<file path="config.mk">
export PLATFORM = sky130hd
export DESIGN_NAME = run_ctrl
export DESIGN_NICKNAME = d
export VERILOG_FILES = /design/src/rtl/run_ctrl.sv
export SDC_FILE = /design/constraint.sdc
export NUM_CORES = 1
export LEC_CHECK = 0
export ABC_AREA = 1
export CAP_MARGIN = 30
export CORE_MARGIN = 2
export CORE_UTILIZATION = 48
export CTS_CLUSTER_SIZE = 16
export DETAILED_ROUTE_END_ITERATION = 8
export PLACE_DENSITY = 0.93
export SLEW_MARGIN = 20
export SYNTH_ARGS = -nofsm -noshare
export SYNTH_HDL_FRONTEND = slang
export SYNTH_SLANG_ARGS = --single-unit
</file>
<file path="constraint.sdc">
create_clock -name clk -period 3.8 [get_ports clk]
set_input_delay 0.76 -clock clk [delete_from_list [all_inputs] [get_ports clk]]
set_output_delay 0.76 -clock clk [all_outputs]
set_load 0.01 [all_outputs]
</file>
<file path="src/rtl/run_ctrl.sv">
// Run controller for the single-cycle RV core: holds core reset, lets the core run, stops on ECALL/EBREAK, PC self-loop or cycle budget.
// Optional PC path signature enabled by defining RUN_CTRL_SIG_EN.
module run_ctrl #(
   parameter int RST_CYCLES  = 2,
   parameter int MAX_CYCLES  = 38,
   parameter int STALL_LIMIT = 4,
   parameter int PC_WIDTH    = 32,
   parameter int INSTR_WIDTH = 32,
   localparam int CNT_WIDTH  = $clog2(MAX_CYCLES + 1)
) (
   input  logic                   clk,
   input  logic                   reset,
   input  logic                   start,
   input  logic [PC_WIDTH-1:0]    pc,
   input  logic [INSTR_WIDTH-1:0] instr,
   output logic                   core_reset,
   output logic                   running,
   output logic                   done,
   output logic                   halted,
   output logic                   timeout,
   output logic [CNT_WIDTH-1:0]   cycle_count,
   output logic [PC_WIDTH-1:0]    pc_sig
);

   localparam int RW = (RST_CYCLES > 1) ? $clog2(RST_CYCLES) : 1;
   localparam int SW = (STALL_LIMIT > 0) ? $clog2(STALL_LIMIT + 1) : 1;

   typedef enum logic [1:0] {IDLE, RST, RUN, DONE} state_t;

   state_t                state;
   logic [RW-1:0]         rst_cnt;
   logic [SW-1:0]         stall_cnt;
   logic [SW-1:0]         stall_inc;
   logic [PC_WIDTH-1:0]   prev_pc;
   logic                  prev_valid;
   logic                  is_sys;
   logic                  pc_same;
   logic                  loop_hit;
   logic                  budget_hit;

   // Termination conditions for the current RUN cycle; halt outranks the budget.
   always_comb begin
      is_sys     = (instr == INSTR_WIDTH'(32'h00000073)) || (instr == INSTR_WIDTH'(32'h00100073));
      pc_same    = prev_valid && (pc == prev_pc);
      stall_inc  = stall_cnt + SW'(1);
      loop_hit   = (STALL_LIMIT > 0) && pc_same && (stall_inc == SW'(STALL_LIMIT));
      budget_hit = (cycle_count == CNT_WIDTH'(MAX_CYCLES - 1));
   end

   always_ff @(posedge clk) begin
      if (reset) begin
         state       <= IDLE;
         core_reset  <= 1'b1;
         running     <= 1'b0;
         done        <= 1'b0;
         halted      <= 1'b0;
         timeout     <= 1'b0;
         cycle_count <= '0;
         rst_cnt     <= '0;
         stall_cnt   <= '0;
         prev_pc     <= '0;
         prev_valid  <= 1'b0;
`ifdef RUN_CTRL_SIG_EN
         pc_sig      <= '0;
`endif
      end else begin
         case (state)
            IDLE, DONE: begin
               if (start) begin
                  state       <= RST;
                  core_reset  <= 1'b1;
                  running     <= 1'b0;
                  done        <= 1'b0;
                  halted      <= 1'b0;
                  timeout     <= 1'b0;
                  cycle_count <= '0;
                  rst_cnt     <= '0;
                  stall_cnt   <= '0;
                  prev_valid  <= 1'b0;
`ifdef RUN_CTRL_SIG_EN
                  pc_sig      <= '0;
`endif
               end
            end
            RST: begin
               if (rst_cnt == RW'(RST_CYCLES - 1)) begin
                  state      <= RUN;
                  core_reset <= 1'b0;
                  running    <= 1'b1;
               end else begin
                  rst_cnt <= rst_cnt + RW'(1);
               end
            end
            RUN: begin
               cycle_count <= cycle_count + CNT_WIDTH'(1);
               prev_pc     <= pc;
               prev_valid  <= 1'b1;
               stall_cnt   <= pc_same ? stall_inc : '0;
`ifdef RUN_CTRL_SIG_EN
               pc_sig      <= {pc_sig[PC_WIDTH-2:0], pc_sig[PC_WIDTH-1]} ^ pc;
`endif
               if (is_sys || loop_hit) begin
                  state      <= DONE;
                  halted     <= 1'b1;
                  done       <= 1'b1;
                  running    <= 1'b0;
                  core_reset <= 1'b1;
               end else if (budget_hit) begin
                  state      <= DONE;
                  timeout    <= 1'b1;
                  done       <= 1'b1;
                  running    <= 1'b0;
                  core_reset <= 1'b1;
               end
            end
            default: state <= IDLE;
         endcase
      end
   end

`ifndef RUN_CTRL_SIG_EN
   assign pc_sig = '0;
`endif

endmodule
</file>
# Word level (Yosys, flattened, before mapping)
# Index checks and enable logic that the tools add are counted.
[word_totals]
ff_bits = 50
input_bits = 67
word_cells = 70
[classes]
add_sub_neg = 3
eq_ne = 14
mux = 28
n_reduce_logical = 14
[ops]
columns = ["op", "n"]
rows = [
  ["32-bit by 21-bit equality test with 1-bit output (second input constant)", 1],
  ["32-bit equality test", 1],
  ["32-bit by 7-bit equality test with 1-bit output (second input constant)", 1],
  ["6-bit one-hot mux with 2 select lines", 1],
  ["1-bit two-way mux", 11],
  ["2-bit inequality test (second input constant)", 5],
  ["1-bit one-hot mux with 2 select lines", 5],
  ["3-bit AND reduction", 3],
  ["2-bit two-way mux", 4],
  ["6-bit by 1-bit adder with 6-bit output (second input constant)", 1],
  ["6-bit equality test (second input constant)", 1],
  ["3-bit two-way mux", 2],
  ["6-bit two-way mux", 1],
  ["1-bit one-hot mux with 3 select lines", 2],
  ["2-bit one-hot mux with 3 select lines", 1],
  ["3-bit one-hot mux with 2 select lines", 1],
  ["2-bit equality test (second input constant)", 2],
  ["2-bit AND reduction", 2],
  ["4-bit AND reduction", 1],
  ["2-bit nonzero test", 2],
  ["3-bit by 1-bit adder with 3-bit output (second input constant)", 1],
  ["3-bit equality test (second input constant)", 1],
  ["3-bit inequality test (second input constant)", 1],
  ["2-bit by 1-bit equality test with 1-bit output (second input constant)", 1],
  ["5 further kinds", 7],
]

# Depth between registers and ports, before layout
# Gate-level depths: netlist of the first run.
[logic_depth]
word_depth = 6
ltp_mapped = 14

# Worst setup path after synthesis of the first run
# Ideal clock, no wire load.
[synth_path]
path_type = "input to register"
startpoint = "input pc[28]"
endpoint = "register running"
setup_time_ns = 0.112
arrival_ns = 1.661
t_required_ns = 3.688
setup_slack_ns = 2.027
cell_stages = 13
path_cell_list = "inv_1 nand2_1 nand2_1 nor2_1 nand2_1 nor2_2 nand2_1 nor2_2 nand3_2 nand3_2 nand3_1 nand2_1 nor2_2"
[synth_between]
elab_chain_cells = 6
[synth_lines]
columns = ["item", "line_no", "source"]
rows = [
  ["from (decl)", "14", "input logic [PC_WIDTH-1:0] pc,"],
  ["32-bit equality test (*)", "44", "pc_same = prev_valid && (pc == prev_pc);"],
  ["1-bit logical AND (*)", "44", ""],
  ["1-bit logical AND (*)", "46", "loop_hit = (STALL_LIMIT > 0) && pc_same && (stall_inc == SW'(STALL_LIMIT));"],
  ["1-bit logical OR (*)", "102", "if (is_sys || loop_hit) begin"],
  ["3-bit inequality test (no source line) or 1-bit two-way mux (tied branches)", "n/a", ""],
  ["3-bit AND reduction (no source line) or 1-bit one-hot mux with 3 select lines (tied branches)", "n/a", ""],
  ["to (signal assigned)", "54", "running <= 1'b0;"],
  ["to (signal assigned)", "106", "running <= 1'b0;"],
  ["to (signal assigned)", "112", "running <= 1'b0;"],
  ["to (decl)", "17", "output logic running,"],
]
# Every way passes the cells marked *; elsewhere a longest branch is shown, timed or not.
# A chain may end at the register's enable or synchronous reset.

# Worst setup path after layout of the first run
[layout_path]
startpoint = "register state[0]"
endpoint = "register cycle_count[4]"
[layout_between]
elab_chain_cells = 4
[layout_lines]
columns = ["item", "line_no", "source"]
rows = [
  ["from (decl)", "30", "state_t state;"],
  ["from (signal assigned)", "52", "state <= IDLE;"],
  ["from (signal assigned)", "70", "state <= RST;"],
  ["from (signal assigned)", "87", "state <= RUN;"],
  ["2-bit equality test or 2-bit logical NOT (tied branches)", "67", "case (state)"],
  ["2-bit OR reduction", "67", ""],
  ["2-bit inequality test (no source line) or 2-bit nonzero test (tied branches)", "n/a", ""],
  ["2-bit AND reduction (no source line)", "n/a", ""],
  ["to (signal assigned)", "95", "cycle_count <= cycle_count + CNT_WIDTH'(1);"],
  ["to (decl)", "21", "output logic [CNT_WIDTH-1:0] cycle_count,"],
]
# Parallel ways exist; a longest one is shown, timed or not.

==> flow_results.org, run 1 <==
** Cells and area
- For this run, the post-layout net count is just under 600.
- The number of antenna diodes in the final layout is 0.
- Area Overhead vs Synth :: 29.52%
- Of the cells placed in the final design, the portion with a size suffix greater than 1 is between 6 and 7%.
- Register Area :: 0.001001 mm^2
- Leaving out fill and tap cells, the most frequent cell in the layout is sky130_fd_sc_hd__nand2_1.
- Leaving out fill and tap cells, the most frequent cells in the layout are sky130_fd_sc_hd__nand2_1 (88), sky130_fd_sc_hd__clkdlybuf4s50_1 (76), sky130_fd_sc_hd__nor2_1 (62).
- Multi-input gate area :: 0.001456 mm^2
- Count of fill cells added during filler insertion :: 526
- Final Instance Count excl. Fillers :: just under 600

** Clock tree
- Maximum buffer depth of the clock tree :: 2
- Hold bufs inserted after CTS :: 0
- Clock insertion delay at the later pin of the skew report :: 0.31 ns
- TritonCTS clock tree :: yes
- Clk pin slew, worst setup/hold paths :: about 0.09 ns
- The H-tree generated during clock tree synthesis spans 2 levels.
- Buffers added to address setup during post-CTS repair amount to 0.
- Cells resized by post-CTS repair :: 0
- Library cell used as clock root buffer :: sky130_fd_sc_hd__clkbuf_8
- Total clock buffers created by CTS :: 5
- Clk sink count :: 50

** Timing
- Summed over all failing endpoints, the final setup total negative slack is 0 ns.
- Setup violations remaining at the end of the flow were counted as 0.
- The number of failing hold endpoints at the final stage was 0.
- The worst path uses 61.85% of the clock period.
- Crit path time final :: around 2.4 ns
- Setup repair after global routing missed its margin :: false
- Max-slew violations :: 0
- For this run, the top clock speed supported by timing is roughly 430 MHz.
- Skew final :: between 0.01 and 0.015 ns

** Pwr
- Pwr per Cell Area :: between 400 and 500 mW/mm^2
- IR analysis of the VDD net gives a maximum drop of between 300 and 400 uV.
- The analysis attributes to cell leakage a power of roughly 1.6 nW.

** Setup path
- The worst setup path is captured at a flip-flop.
- Dominant cell type by count on the critical path :: sky130_fd_sc_hd__inv_2
- At the worst endpoint, the required time is slightly above 4 ns.
- The worst setup path is of the flip-flop to flip-flop kind.
- Walking the worst path, the cells encountered are inv_1 -> ha_1 -> buf_4 -> inv_2 -> o21ai_2 -> inv_2 -> nor2_4 -> inv_2 -> a21oi_1 -> o21ai_1 -> a21oi_1.
- Maximum net fanout on the critical path :: 47
- Signal arrival time at the worst endpoint :: approximately 2.6 ns
- Cell type of the slowest stage on the worst timing path :: sky130_fd_sc_hd__buf_4
- Critical path's largest stage delay :: approximately 0.37 ns
- STA classifies the critical path startpoint as a flip-flop.

** Placement
- The congestion estimate from routability-driven global placement came to a little over 0.8.
- Once detailed placement completed, the half-perimeter wirelength came to approximately 4900 um.
- The count of buffers added on input and output ports is 76.
- Counting tap cells, the placed design contains a total of between 500 and 600 instances.

** Global route
- Maximum number of pins on one net before global-route repair :: 48
- The first global-routing pass estimated 9846 um of wire.
- The number of global-route vias before repair was 2505.
- Overall global routing resource usage :: a little under a fifth
- The initial antenna violation count was 0.
- Overflow left after global routing :: 0

** Logic synthesis
- Number of enable-type register cells in the synthesized netlist :: 0
- Syn Std Cell Area :: between 0.002 and 0.003 mm^2
- Count of mapped cells out of synthesis :: around 430
- Dominant cells by area after synthesis :: sky130_fd_sc_hd__dfxtp_1 (35%), sky130_fd_sc_hd__nand2_1 (12%), sky130_fd_sc_hd__buf_4 (8.4%), sky130_fd_sc_hd__nor2_1 (8.1%), sky130_fd_sc_hd__inv_1 (6.8%)
- A synthesized cell averages 6.612 um^2.
- In this run, synthesis produced a sequential element count of 50.
- The biggest area contributor in the post-synthesis netlist is sky130_fd_sc_hd__dfxtp_1.
- After synthesis, the netlist uses 31 different library cells.
- Among all flip-flop cells after synthesis, the most frequent one is sky130_fd_sc_hd__dfxtp_1.
- Register area share after synthesis :: a little over a third
- Fraction of synthesized cell area taken by the top area cell type :: a little over a third
- After synthesis, the share of flip-flops with an asynchronous set or reset is 0%.
- For this run, the number of Yosys warnings is 0.

** Die
- The region available for standard cell placement spans 0.005851 mm^2.
- Die ar. :: 0.006584 mm^2
- Initial Utilization :: between 40 and 50%
- Measured along the y axis, the die boundary spans 81.14 um.
- Overall die width :: ~80 um
- Top-Level Pins :: 110
- In this run the core area contains 28 standard-cell rows.

** Drt
- Post-detailed-route wirelength per cell :: between 10 and 15 um
- Number of violations reported at the end of detailed-routing iteration 0 :: between 100 and 150
- Number of design rule violations left after detail routing :: 0
- Across all layers, the routed design uses between 2000 and 3000 vias.
- First-pass DRT Iterations :: 4
- Post-route ant nets :: 0
- Using the TritonRoute via totals, the vias-per-cell ratio works out to a little under 5.
- Routed wire length :: 6238 um

** Run status
- The flow ran to the end, and the final reports show no timing, DRC or antenna violations.

** Worst hold path
- Class of the worst hold path :: flip-flop to flip-flop

** Flow run
- Across the run, the number of max-cap violations was 0.
state kept, by name (all words and copies together) (netlist names):
signal and count:
prev_valid 1, timeout 1, rst_cnt 1, cycle_count 6
core_reset 1, prev_pc 32, state 2, running 1
done 1, stall_cnt 3, halted 1
cells in the mapped netlist, drive strengths merged, types with 2 or more instances:
cell type,number
a21oi,32
o22ai,2
nor3,3
nand4,4
inv,60
nand2,89
nand3,14
xnor2,8
o21ai,40
ha,7
clkbuf,11
dfxtp,50
buf,33
nor2,70
per-stage QoR:
| step | hold slack, ns | area (um^2) | worst slack, ns | total power, W | utilization [%] |
|---|---|---|---|---|---|
| 2_1_floorplan | 0.4389 | 2973 | 2.027 | 0.001207 | - |
| 3_3_place_gp | 0.4392 | 3557 | 1.357 | 0.001343 | 60.80 |
| 3_5_place_dp | 0.4555 | 3557 | 1.314 | 0.001385 | 60.80 |
| 4_1_cts | 0.4709 | 3700 | 1.452 | 0.001840 | 63.24 |
| 5_1_grt | 0.4841 | 3700 | 1.270 | 0.001963 | 63.24 |
| 6_report | 0.4681 | 3700 | 1.450 | 0.001832 | 63.24 |
final cells by class:
| type | count | share of cell area, % |
|---|---|---|
| clock buffer | 6 | 2.232 |
| clock inverter | 2 | 1.623 |
| inverter | 61 | 6.223 |
| multi-input combinational | 308 | 39.36 |
| sequential | 50 | 27.05 |
| tap | 75 | 2.536 |
| timing repair buffer | 78 | 20.97 |
kinds of logic after synthesis:
group | Yosys count | share of synthesized area (%)
xor+xnor | 9 | 2.760
other cells | 1 | 0.1313
simple gates | 184 | 27.16
fa+ha+maj | 7 | 3.066
flops | 50 | 35.04
buf+inv | 105 | 18.05
compound gates | 76 | 13.80
power by group:
part | switching, W | leakage, nW | total (W) | internal (W)
Sequential | 0.0000861 | 0.409 | 0.000739 | 0.000653
Clock | 0.000178 | 0.0714 | 0.000459 | 0.000281
Combinational | 0.000375 | 1.15 | 0.000634 | 0.000259
worst max-delay path, delay by kind of cell, from the launching register on:
kind / cells / cell delay [ns]
simple gates: 1 / 0.18
compound gates: 4 / 0.61
fa+ha+maj: 1 / 0.15
flops: 1 / 0.35
buf+inv: 5 / 0.96
routing by layer:
metal  up-vias  track usage [%]  wire, um
li1       1426                -         -
met1      1263            17.94      2363
met2        93            39.17      3295
met3         8            3.667       496
met4         0            5.593        82
met5         -                0         0
worst paths after layout:
kind | from | to | slack, ns | depth (start not counted)
setup / recovery | state[0] | cycle_count[4] | 1.45 | 11
hold / removal | timeout | timeout | 0.47 | 2
setup reg to reg | state[0] | cycle_count[4] | 1.45 | 11
hold reg to reg | timeout | timeout | 0.47 | 2
No activity file was read; power rests on OpenSTA's default activity.
==> run 2, diff against run 1 <==
--- a/config.mk
+++ b/config.mk
@@ -8,10 +8,10 @@
 export ABC_AREA = 1
 export CAP_MARGIN = 30
 export CORE_MARGIN = 2
-export CORE_UTILIZATION = 48
+export CORE_UTILIZATION = 44
 export CTS_CLUSTER_SIZE = 16
 export DETAILED_ROUTE_END_ITERATION = 8
-export PLACE_DENSITY = 0.93
+export PLACE_DENSITY = 0.86
 export SLEW_MARGIN = 20
 export SYNTH_ARGS = -nofsm -noshare
 export SYNTH_HDL_FRONTEND = slang
==> constraint.sdc (replaced) <==
create_clock -name clk -period 2.5 [get_ports clk]
set_input_delay 0.5 -clock clk [delete_from_list [all_inputs] [get_ports clk]]
set_output_delay 0.5 -clock clk [all_outputs]
set_load 0.01 [all_outputs]
==> run 2 against run 1 <==
Utilization down 5.1 points. Hold slack got worse by 0.0090 ns. Final cell count is 0.69% higher. Register-to-register slack worse by 0.86 ns. Final area decreased by 0.81%. Global-route usage is 1.4 points lower. Critical path depth rose by 3. Highest routed layer unchanged. Sequential cell count unchanged.
==> flow_results.org, run 2 (same netlist as run 1, synthesis figures left out) <==
** Timing
- The number of failing hold endpoints at the final stage is 0.
- Worst-case hold slack :: about 0.46 ns
- In the post-route analysis, the smallest setup slack over all paths is 0.5387 ns.
- Final setup violating endpoints :: 0
- The clock arrives with 0.01006 ns of skew.
- Adding up every negative setup slack in the final design gives 0 ns.
- The number of pins with negative max-slew slack in the final report came to 0.
- The smallest clock period supported by the final layout is computed as 1.961 ns.
- For this run, the top clock speed supported by timing is 509.9 MHz.
- Portion of the clock cycle consumed by the worst path in the final layout :: between 70% and 80%
- Setup repair after global routing missed its margin :: false

** Setup path
- Kind of start point of the critical path :: input port
- Critical path's largest stage delay :: 0.50 ns
- Dominant cell type by count on the critical path :: sky130_fd_sc_hd__nand2_1
- Worst flop-to-flop path endpoint :: cycle_count[4]
- Kind of critical path :: input port to flip-flop
- Signal arrival time at the worst endpoint :: between 2 and 2.5 ns
- R2R depth :: 9
- The startpoint identified for the worst register-to-register timing path is state[0].
- Among all stages on the critical path, the largest delay is contributed by sky130_fd_sc_hd__clkdlybuf4s50_1.
- R2R Setup Slk :: between 0.5 and 0.6 ns
- WP data required :: around 2.7 ns
- The critical path starts at pc[8].
- Maximum net fanout on the critical path :: 6
- Traced cell by cell, the critical path runs through clkdlybuf4s50_1 -> inv_1 -> nand2_1 -> nand2_1 -> nor2_1 -> nand2_1 -> nor2_1 -> nand2_1 -> nor2_2 -> nand3_2 -> nand3_2 -> nand3_1 -> nand2_1 -> nor2_2.
- Critical Path Sink Type :: flip-flop

** Flow run
- Max-cap violations in this run came to 0.

** Run status
- The flow ran to the end, and the final reports show no timing, DRC or antenna violations.

** Drt
- The first detailed-routing pass ran for 4 iterations.
- Wire length on met3 :: approximately 530 um
- The detailed router finished its first iteration with approximately 140 violations.
- M1 WL :: approximately 2600 um
- Number of vias after detailed routing :: roughly 2800
- Post-route ant nets :: 0
- Dividing the detail-routed wire length by the instance count gives 10.82 um.
- Met2 Wirelength :: roughly 3100 um
- Number of design rule violations left after detail routing :: 0
- In the routed layout, each cell is associated on average with a via count of between 4 and 5.
- Routed wire length :: between 6000 and 7000 um
- The highest layer touched by signal routing is met4.

** Global route
- The number of global-route vias before repair is between 2000 and 3000.
- Overall global routing resource usage :: between 10% and 20%
- Maximum number of pins on one net before global-route repair :: 47
- Overflow left after global routing :: 0
- First-pass GRT wire length :: just over 10000 um
- The initial antenna violation count was 0.

** Placement
- Placed wire-length estimate after detailed placement :: approximately 4800 um
- Port-buffer cells :: 76
- Routability-driven placement finished with a final weighted congestion of between 0.7 and 0.8.
- Setup WS pre-CTS :: approximately 0.24 ns
- Instance count after placement with tap cells included :: ~580

** Cells and area
- The number of antenna diodes in the final layout is 0.
- From synthesis to final layout, the design area changed by 28.47%.
- Largest registers in the final layout :: prev_pc (32), cycle_count (6), stall_cnt (3)
- Most common library cell in the layout ignoring fill and taps :: sky130_fd_sc_hd__nand2_1
- Fin nets :: 580
- Register Area :: 0.001001 mm^2
- In the final layout, the multi-input gates occupy roughly 0.0015 mm^2.
- After filler insertion, the fill cell instance count of the layout stands at 573.
- Max FFs per register :: 32
- Fraction of layout instances using a drive strength above 1 :: under 10%
- The finished layout holds 584 standard cells, fillers aside.
- Ranked by flip-flop count, first place goes to prev_pc.
- Commonest cells after routing, fill and taps aside :: sky130_fd_sc_hd__nand2_1 (88), sky130_fd_sc_hd__clkdlybuf4s50_1 (76), sky130_fd_sc_hd__nor2_1 (62)

** Pwr
- Pwr per Cell Area :: 705.6 mW/mm^2
- Worst supply voltage drop on vdd :: between 400 and 500 uV
- Power comes to about 0.0026 W.
- Leak :: roughly 1.6 nW

** Clock tree
- Clock tree synthesis found a total of 50 sinks.
- Hold bufs inserted after CTS :: 0
- TritonCTS clock tree :: yes
- The clock passes through at most 2 buffers.
- Clock insertion delay at the later pin of the skew report :: around 0.31 ns
- Clock tree synthesis selected as its root buffer the cell sky130_fd_sc_hd__clkbuf_8.
- Total number of H-tree levels :: 2
- Clock tree synthesis inserted a total of 5 buffers.
- Setup repair bufs after CTS :: 0
- Clock-pin slew was measured on the worst setup and hold paths at ~0.1 ns.
- Gates resized during post-CTS repair numbered 0.

** Worst hold path
- The path with the worst hold slack has its endpoint at timeout.
- Class of the worst hold path :: flip-flop to flip-flop
- Startpoint of the tightest hold check path :: timeout
- The worst hold path passes through 2 cells.

** Die
- Measured along the x axis, the die boundary spans roughly 85 um.
- From bottom edge to top edge, the die measures roughly 85 um.
- The core region is between 0.006 and 0.007 mm^2.
- In this run the core area contains 29 standard-cell rows.
- Die ar. :: 0.007153 mm^2
- Initial Utilization :: a little under half
- In this run the count of I/O pins placed on the die edge is 110.
## run 2: cell type report
type                            count  share of cell area, %
Timing Repair Buffer               80                  21.55
Clock inverter                      2                 0.3409
Multi-Input combinational cell    308                  39.69
Tap cell                           77                  2.625
Inverter                           61                  6.273
Clock buffer                        6                  2.250
Sequential cell                    50                  27.28
## run 2: power by group
| group | total, W | leakage [nW] | internal (W) | switching (W) |
|---|---|---|---|---|
| registers | 0.00112 | 0.409 | 0.000993 | 0.000128 |
| logic | 0.000971 | 1.16 | 0.000402 | 0.000569 |
| clock network | 0.000497 | 0.0472 | 0.000223 | 0.000274 |
## run 2: stage by stage
stage / util, % / cell area, um^2
2_1_floorplan: - / 2973
3_3_place_gp: 56.62 / 3575
3_5_place_dp: 56.62 / 3575
4_1_cts: 58.13 / 3670
5_1_grt: 58.13 / 3670
6_report: 58.13 / 3670
## run 2: how the worst max path moves through the flow
stage | slack, ns | end | depth (start not counted)
after global routing | 0.36 | cycle_count[4] | 10
final | 0.54 | running | 14
after detailed placement | 0.24 | running | 14
after global placement | 0.30 | running | 14
after CTS | 0.56 | running | 14
after floorplan | 0.88 | cycle_count[4] | 9
## run 2: worst max-delay path, delay by kind of cell
family	cells	cell delay [ns]
AND/OR/NAND/NOR	12	1.09
buffers and inverters	2	0.56
## run 2: per-layer routing
metal  track usage [%]  up-vias
met5                 0        -
met4             6.638        0
met3             4.818       15
met2             31.93      104
met1             18.60     1216
li1                  -     1432
